[src/rtl/gs_row_engine.sv]
// gs_row_engine: one Gauss-Seidel row update,
//   x_next = (b - sum_j a_j * x_j) * inv_diag
// folded over NMUL multipliers, with valid/ready on both sides.
// Build option: define GS_SAT_EN to clamp out-of-range results to the
// signed X_W range and flag o_sat; otherwise o_x wraps and o_sat is 0.
module gs_row_engine #(
  parameter int N        = 8,
  parameter int NMUL     = 1,
  parameter int A_W      = 8,
  parameter int X_W      = 32,
  parameter int X_FRAC   = 24,
  parameter int INV_W    = 32,
  parameter int INV_FRAC = 30
) (
  input  logic                   i_clk,
  input  logic                   i_reset,
  input  logic                   i_valid,
  output logic                   o_in_ready,
  input  logic [(N-1)*A_W-1:0]   i_a,
  input  logic [(N-1)*X_W-1:0]   i_x,
  input  logic [A_W-1:0]         i_b,
  input  logic [INV_W-1:0]       i_inv_diag,
  output logic                   o_valid,
  input  logic                   i_ready,
  output logic [X_W-1:0]         o_x,
  output logic                   o_sat
);

  localparam int TERMS  = N - 1;
  localparam int K      = (TERMS + NMUL - 1) / NMUL;  // ACC cycles per row
  localparam int LANES  = K * NMUL;                    // terms padded to whole folds
  localparam int CNT_W  = (K > 1) ? $clog2(K) : 1;
  localparam int PROD_W = A_W + X_W;
  localparam int ACC_W  = A_W + X_W + $clog2(N) + 1;
  localparam int P_W    = ACC_W + INV_W;

  // Rounding constant: half an LSB of the result, i.e. round half toward +inf.
  localparam logic signed [P_W-1:0] HALF = P_W'(1) << (INV_FRAC - 1);
`ifdef GS_SAT_EN
  localparam logic signed [P_W-1:0] X_MAX = (P_W'(1) << (X_W - 1)) - P_W'(1);
  localparam logic signed [P_W-1:0] X_MIN = ~X_MAX;
`endif

  typedef enum logic [1:0] {IDLE, ACC, SCALE, OUT} state_t;

  state_t                    state_q, state_d;
  logic [CNT_W-1:0]          cnt_q, cnt_d;
  logic signed [ACC_W-1:0]   acc_q, acc_d;
  logic signed [INV_W-1:0]   inv_q, inv_d;
  logic signed [A_W-1:0]     a_q [LANES];
  logic signed [A_W-1:0]     a_d [LANES];
  logic signed [X_W-1:0]     x_q [LANES];
  logic signed [X_W-1:0]     x_d [LANES];
  logic [X_W-1:0]            o_x_q, o_x_d;
  logic                      o_sat_q, o_sat_d;

  logic signed [ACC_W-1:0]   lane_sum;
  logic signed [P_W-1:0]     p;
  logic signed [P_W-1:0]     rounded;
  logic signed [P_W-1:0]     r;

  // Upper bits of r only matter for the clamp decision.
  logic unused_r_hi;
  assign unused_r_hi = ^r[P_W-1:X_W];

  // Next-state, datapath and result computation.
  always_comb begin
    // NOTE: every variable gets a default first, so no path leaves one
    // unassigned and no latch is inferred.
    state_d  = state_q;
    cnt_d    = cnt_q;
    acc_d    = acc_q;
    inv_d    = inv_q;
    a_d      = a_q;
    x_d      = x_q;
    o_x_d    = o_x_q;
    o_sat_d  = o_sat_q;

    // Lanes 0..NMUL-1 always hold the terms for the current fold; the
    // operand registers shift down by NMUL each ACC cycle, padding with 0.
    lane_sum = '0;
    for (int l = 0; l < NMUL; l++) begin
      lane_sum = lane_sum + ACC_W'(PROD_W'(a_q[l]) * PROD_W'(x_q[l]));
    end

    p       = P_W'(acc_q) * P_W'(inv_q);
    rounded = p + HALF;
    r       = rounded >>> INV_FRAC;

    unique case (state_q)
      IDLE: begin
        if (i_valid) begin
          for (int i = 0; i < TERMS; i++) begin
            a_d[i] = i_a[(TERMS-1-i)*A_W +: A_W];
            x_d[i] = i_x[(TERMS-1-i)*X_W +: X_W];
          end
          for (int i = TERMS; i < LANES; i++) begin
            a_d[i] = '0;
            x_d[i] = '0;
          end
          acc_d   = ACC_W'($signed(i_b)) <<< X_FRAC;
          inv_d   = $signed(i_inv_diag);
          cnt_d   = '0;
          state_d = ACC;
        end
      end
      ACC: begin
        acc_d = acc_q - lane_sum;
        for (int i = 0; i < LANES - NMUL; i++) begin
          a_d[i] = a_q[i+NMUL];
          x_d[i] = x_q[i+NMUL];
        end
        for (int i = LANES - NMUL; i < LANES; i++) begin
          a_d[i] = '0;
          x_d[i] = '0;
        end
        cnt_d = cnt_q + CNT_W'(1);
        if (cnt_q == CNT_W'(K - 1)) begin
          state_d = SCALE;
        end
      end
      SCALE: begin
`ifdef GS_SAT_EN
        if (r > X_MAX) begin
          o_x_d   = X_MAX[X_W-1:0];
          o_sat_d = 1'b1;
        end else if (r < X_MIN) begin
          o_x_d   = X_MIN[X_W-1:0];
          o_sat_d = 1'b1;
        end else begin
          o_x_d   = r[X_W-1:0];
          o_sat_d = 1'b0;
        end
`else
        o_x_d   = r[X_W-1:0];
        o_sat_d = 1'b0;
`endif
        state_d = OUT;
      end
      OUT: begin
        if (i_ready) begin
          state_d = IDLE;
        end
      end
      default: state_d = IDLE;
    endcase
  end

  // Control and result registers, cleared by reset.
  always_ff @(posedge i_clk or posedge i_reset) begin
    // NOTE: sequential state uses non-blocking assignments so every flop
    // samples the pre-edge values of the others.
    if (i_reset) begin
      state_q <= IDLE;
      cnt_q   <= '0;
      acc_q   <= '0;
      o_x_q   <= '0;
      o_sat_q <= 1'b0;
    end else begin
      state_q <= state_d;
      cnt_q   <= cnt_d;
      acc_q   <= acc_d;
      o_x_q   <= o_x_d;
      o_sat_q <= o_sat_d;
    end
  end

  // Operand registers, loaded on accept before any use.
  always_ff @(posedge i_clk) begin
    // NOTE: operand storage has no reset; it is always written in IDLE
    // before ACC reads it, so a reset would only add fan-out.
    inv_q <= inv_d;
    a_q   <= a_d;
    x_q   <= x_d;
  end

  assign o_in_ready = (state_q == IDLE);
  assign o_valid    = (state_q == OUT);
  assign o_x        = o_x_q;
  assign o_sat      = o_sat_q;

endmodule
[config.mk]
export PLATFORM = sky130hd
export DESIGN_NAME = gs_row_engine
export DESIGN_NICKNAME = d
export VERILOG_FILES = /design/src/rtl/gs_row_engine.sv
export SDC_FILE = /design/constraint.sdc
export NUM_CORES = 2
export LEC_CHECK = 0
export CORE_MARGIN = 3
export CORE_UTILIZATION = 35
export CTS_CLUSTER_DIAMETER = 80
export DETAILED_ROUTE_END_ITERATION = 7
export DONT_BUFFER_PORTS = 1
export PLACE_DENSITY = 0.6
export SKIP_LAST_GASP = 1
export SYNTH_ARGS = -nofsm -noshare
export SYNTH_HDL_FRONTEND = slang
export SYNTH_SLANG_ARGS = --single-unit
[constraint.sdc]
create_clock -name i_clk -period 21.2 [get_ports i_clk]
set_input_delay 4.24 -clock i_clk [delete_from_list [all_inputs] [get_ports i_clk]]
set_output_delay 4.24 -clock i_clk [all_outputs]
set_load 0.005 [all_outputs]
; ---- Word-level counts from Yosys, hierarchy flattened
; Cells that the tools add are included.
[classes]
muxes = 12
n_mul = 2
n_eq_ne = 7
n_reduce_logical = 5
n_addsub = 3
[op_table]
columns = op, count
row1 = $pmux 224 s2, 1
row2 = $mux 224, 1
row3 = $pmux 56 s2, 1
row4 = $pmux 44 s2, 1
row5 = $add 62x31->62 const B, 1
row6 = $mul 44x32->62, 1
row7 = $mux 56, 1
row8 = $mux 44, 1
row9 = $sub 44x40->44, 1
row10 = $mul 8x32->40, 1
row11 = $pmux 2 s4, 1
row12 = $mux 2, 3
row13 = $pmux 3 s2, 1
row14 = $eq 2x2->1 const B, 2
row15 = $ne 2x2->1 const B, 2
row16 = $reduce_and 2->1, 2
row17 = $add 3x1->3 const B, 1
row18 = $eq 3x3->1 const B, 1
row19 = $mux 3, 1
row20 = $reduce_and 3->1, 1
row21 = $eq 2x1->1 const B, 1
row22 = $logic_not 2->1, 1
row23 = $ne 2x1->1 const B, 1
row24 = $reduce_bool 2->1, 1
[totals]
out_inout_bits = 35
word_cells = 48
register_bits = 393
inputBits = 324

; ---- Longest topological paths before layout
[depth]
ltp_word = 3
ltp_mapped = 31
depth_no_buf = 28

; ---- Worst setup path before layout
; Ideal clock, no wire load.
[synth_path]
path_type = input port to flip-flop
from = in i_valid
to = reg a_q[0] in the netlist's numbering (enable)
path_buffers = 0
slack_ns = 9.023
arrival_ns = 9.801
stages = 3
required_ns = 18.824
setup_ns = 2.376
path_cell_list = nand2b_1 o21ai_0 clkinv_1
[synth_between]
elab_chain_len = 2
[synth_rtl]
columns = element, line_no
row1 = from (decl), 17  ; input logic i_valid,
row2 = $ne 2x2->1 (no line), -
row3 = $reduce_and 2->1 (no line), -
row4 = to (signal assigned), 173  ; a_q <= a_d;
row5 = to (decl), 50  ; logic signed [A_W-1:0] a_q [LANES];
; No other way between the ends.
; A chain may end at the register's enable or synchronous reset.

; ---- Worst setup path in the final report
[layout_path]
from = reg inv_q[31]
to = reg o_x_q[28], in the netlist o_x[28]
[layout_between]
elab_chain_len = 2
[layout_rtl]
columns = element, line_no
row1 = from (decl), 49  ; logic signed [INV_W-1:0] inv_q, inv_d;
row2 = from (signal assigned), 172  ; inv_q <= inv_d;
row3 = $mul 44x32->62, 86  ; p = P_W'(acc_q) * P_W'(inv_q);
row4 = $add 62x31->62, 87  ; rounded = p + HALF;
row5 = to (signal assigned), 157  ; o_x_q <= '0;
row6 = to (signal assigned), 163  ; o_x_q <= o_x_d;
row7 = to (decl), 54  ; logic [X_W-1:0] o_x_q, o_x_d;
; No other way between the ends.

==> results list <==
- Die X: 440 um
- Largest stage delay, worst path: 0.84 ns
* Average footprint of a synthesized cell: 10.3 sq um
* Category of the critical setup timing path: register to register
- In this run the worst setup path terminates at o_x[28]$_DFFE_PP0P_.
- Syn Nets: 8485
- Counting flops and latches in the post-synthesis netlist gives 393.
* Cells after synthesis: 6400
* CTS Hold Bufs: 0
- After detailed routing, the average wire length per cell comes to 20.9 um.
- Number of post-CTS setup repair buffers: 0
- The slowest stage of the critical path is the nor4_1 cell.
- Final global-route overflow total: 0
- Most frequent standard cell in the layout excluding fill and tap cells: fa_1
- The worst path in the final design needs a cycle of 9.60 ns, including I/O delays and setup.
* Critical Path End Type: register
- Remaining number of nets flagged by the antenna check after routing: 0
- For the pin with the worst max-slew slack, the measured transition is 1.30 ns.
- The worst register-to-register path ends at o_x[28]$_DFFE_PP0P_.
* Worst-path maximum fanout: 16
* Number of buffers on the longest clock path: 3
- Total Wirelength: 182000 um
- Gate family responsible for the most delay along the worst path: adder cells
- The flow ran to the end, and the final reports show no timing, DRC or antenna violations.
* CP Data Arrival Time: 10.13 ns
- The initial antenna violation count came to 61.
* DRC violations left: 0
- In this run the count of I/O pins placed on the die edge is 359.
- The initial utilization of the core area, before any placement, comes to 35.4%.
- The detailed router finished its first iteration with 2765 violations.
- The final-report max-slew violation count was 0.
- Number of clock sinks seen by CTS: 393
- Mapped cell area: 66100 sq um
- Critical Path Start Type: register
* CP Depth: 24
- In this run the register-to-register setup slack is 11.60 ns.
- Top achievable clock speed: 104 MHz
- Across the run, the number of max-cap violations was 0.
* Fillcell total: 18396
* Final net count: 8282
* CTS tree: yes
- Buf+Inv Stages, Crit Path: 6
* Hold/Removal Path Class: register to register
* Area occupied by multi-input gates: 48300 sq um
- Half-perimeter wire length of the detailed placement result: 139000 um
* Final weighted congestion in routability-driven placement: 0.884
- In this run the number of H-tree levels came out at 2.
* Number of flops mapped to enable cells by yosys: 312
- The most critical setup path has its startpoint at inv_q[31]$_DFFE_PP_.
- Total number of vias: 43244
- Of all flip-flops after synthesis, the portion carrying an async set or reset was 20.6%.
- The tree is rooted in a clkbuf_16.
- Relative slew margins: 13.1%
* # port buffers: 0
* Final count of hold timing violations: 0
- By instance count, the cell type seen most on the critical path is fa_1.
* Number of failing setup endpoints in the final timing report: 0
* Share of cells above drive strength 1: 7.28%
- Drt pass-1 iters: 5
- The number of clock buffers added by TritonCTS is 51.
- Total of cells resized after clock tree synthesis: 0
- Total global-route track usage: 19.2%
* Number of global-route vias before repair: 47749
- Worst reg-to-reg path cell count: 24
- Sequential element share of the synthesized area: 17.3%
* TNS Setup: 0 ns
- The top cell types in the final layout, fill and taps aside, are fa_1 (1478), inv_1 (1355), nand2_1 (880).
- Area growth syn-to-layout: 6.48%
* Die footprint: 194000 sq um
- In the final layout, flip-flops and latches occupy 11400 sq um.
- Setup repair after global routing missed its margin: no
* Source-to-sink clock delay at the later pin of the worst-skew pair: 0.65 ns
* Cells traversed along the worst timing path: clkinv_1, buf_4, fa_1, fa_1, fa_1, fa_1, inv_1, fa_1, fa_1, fa_1, inv_1, fa_1, inv_1, ha_1, nand2_1, nor4_1, o21a_1, o31ai_1, buf_4, a21oi_1, a21oi_1, o31ai_1, xnor2_1, mux2_2
* Worst r2r src: inv_q[31]$_DFFE_PP_
* Post-synth top flop: edfxtp_1
- Worst Skew: 0.0187 ns
- Die extent in y: 440 um
- Of the available clock period, the critical path in the final layout requires 45.3%.
- Ratio of routed vias to standard cells: 4.94
- The first global-routing pass estimated 287000 um of wire.
* Clock Pin Slew Worst Setup and Hold Paths: 0.06 ns
- Entering global routing, the biggest net connects 174 pins.
- The floorplan has 158 rows.
* CP Data Required Time: 21.73 ns
* Cell variety after synth: 59
- Number of synthesis warnings: 0
- After floorplanning, the core was sized to cover 186000 sq um.
[per-layer routing]
| metal | global-route usage (%) | routed length [um] | up-vias |
|---|---|---|---|
| li1 | - | - | 18637 |
| met1 | 24.5 | 73300 | 22685 |
| met2 | 32.4 | 88200 | 1484 |
| met3 | 4.24 | 13400 | 408 |
| met4 | 6.32 | 7210 | 30 |
| met5 | 0 | 190 | - |
[through the flow]
stage          hold WS [ns]  utilization (%)  cell area, sq um  std cells  worst slack (ns)
2_1_floorplan         0.475                -             66100       6400              9.02
4_1_cts               0.495             37.7             70300       8718             11.69
3_3_place_gp          0.478             36.8             68600       8624             11.82
5_1_grt               0.518             37.7             70300       8732             11.27
6_report              0.494             37.7             70300       8745             11.60
3_5_place_dp          0.482             36.8             68600       8624             11.72
[tightest hold or removal path, cell delays in order (launching register included)]
cell and delay, ns:
dfrtp_1 0.34, a21oi_1 0.06, o21ai_0 0.06
[synth_stat cells (all sizes together) (2+ instances only)]
master | n | area share (%)
clkbuf | 338 | 1.9
nand2 | 880 | 5.0
o21ai | 80 | 0.61
o22ai | 2 | 0.019
o311ai | 4 | 0.053
o41ai | 3 | 0.063
or3 | 3 | 0.028
o21a | 9 | 0.10
fa | 1478 | 45
ha | 283 | 5.4
a2111oi | 2 | 0.055
nand4 | 11 | 0.10
and3 | 16 | 0.15
a211o | 3 | 0.040
a31oi | 12 | 0.11
o31a | 2 | 0.027
clkinv | 2 | 0.011
a21oi | 100 | 0.76
nand2b | 17 | 0.16
a41oi | 4 | 0.053
nand4b | 2 | 0.027
nor3 | 16 | 0.12
nand3 | 20 | 0.15
dfrtp | 81 | 3.1
o21bai | 19 | 0.22
mux2i | 4 | 0.061
nor4 | 3 | 0.028
edfxtp | 312 | 14
a221oi | 3 | 0.040
o31ai | 11 | 0.13
mux2 | 265 | 4.5
xor2 | 38 | 0.50
a221o | 2 | 0.030
a22o | 5 | 0.066
and4 | 2 | 0.027
nor2 | 70 | 0.40
o211ai | 8 | 0.091
xnor2 | 68 | 0.90
a21o | 48 | 0.55
buf | 7 | 0.045
inv | 1356 | 7.7
a211oi | 7 | 0.080
nor2b | 76 | 0.72
and2 | 717 | 6.8
[worst min-delay path by stage]
stage / start / end / cells past startpoint
2_1_floorplan: o_x[18]$_DFFE_PP0P_ / o_x[18]$_DFFE_PP0P_ / 2
3_3_place_gp: acc_q[25]$_DFFE_PP0P_ / acc_q[25]$_DFFE_PP0P_ / 2
3_5_place_dp: acc_q[30]$_DFFE_PP0P_ / acc_q[30]$_DFFE_PP0P_ / 2
4_1_cts: acc_q[30]$_DFFE_PP0P_ / acc_q[30]$_DFFE_PP0P_ / 2
5_1_grt: acc_q[25]$_DFFE_PP0P_ / acc_q[25]$_DFFE_PP0P_ / 2
6_report: acc_q[30]$_DFFE_PP0P_ / acc_q[30]$_DFFE_PP0P_ / 2
[flip-flops by register name, summed over array words and instances, names as in the netlist]
signal,cells
a_q,56
x_q,224
acc_q,44
o_x,32
inv_q,32
state_q,2
cnt_q,3
[cell families (layout without fill, tap and decap cells)]
group                    Yosys count  in the layout  synth area share [%]
AND/OR/NAND/NOR                 1835           1835                  13.7
adder cells (fa/ha/maj)         1761           1761                  50.1
buffers and inverters           1703           1541                  9.68
flip-flops                       393            393                  17.3
AO/OA/AOI/OAI                    332            332                  3.20
multiplexers                     269            269                  4.58
XOR/XNOR                         106            106                  1.41
other                              1             28               0.00568
[cell type report]
cell class / instances / area share, %
Tap cell: 2480 / 4.41
Timing Repair Buffer: 89 / 0.968
Multi-Input combinational cell: 4304 / 68.7
Clock inverter: 33 / 0.507
Clock buffer: 61 / 1.88
Inverter: 1358 / 7.26
Sequential cell: 393 / 16.2
Antenna cell: 27 / 0.0960
Power is left out: the tool's default activity adds up to more than one toggle a clock period on the data nets, which glitch-free logic cannot reach.
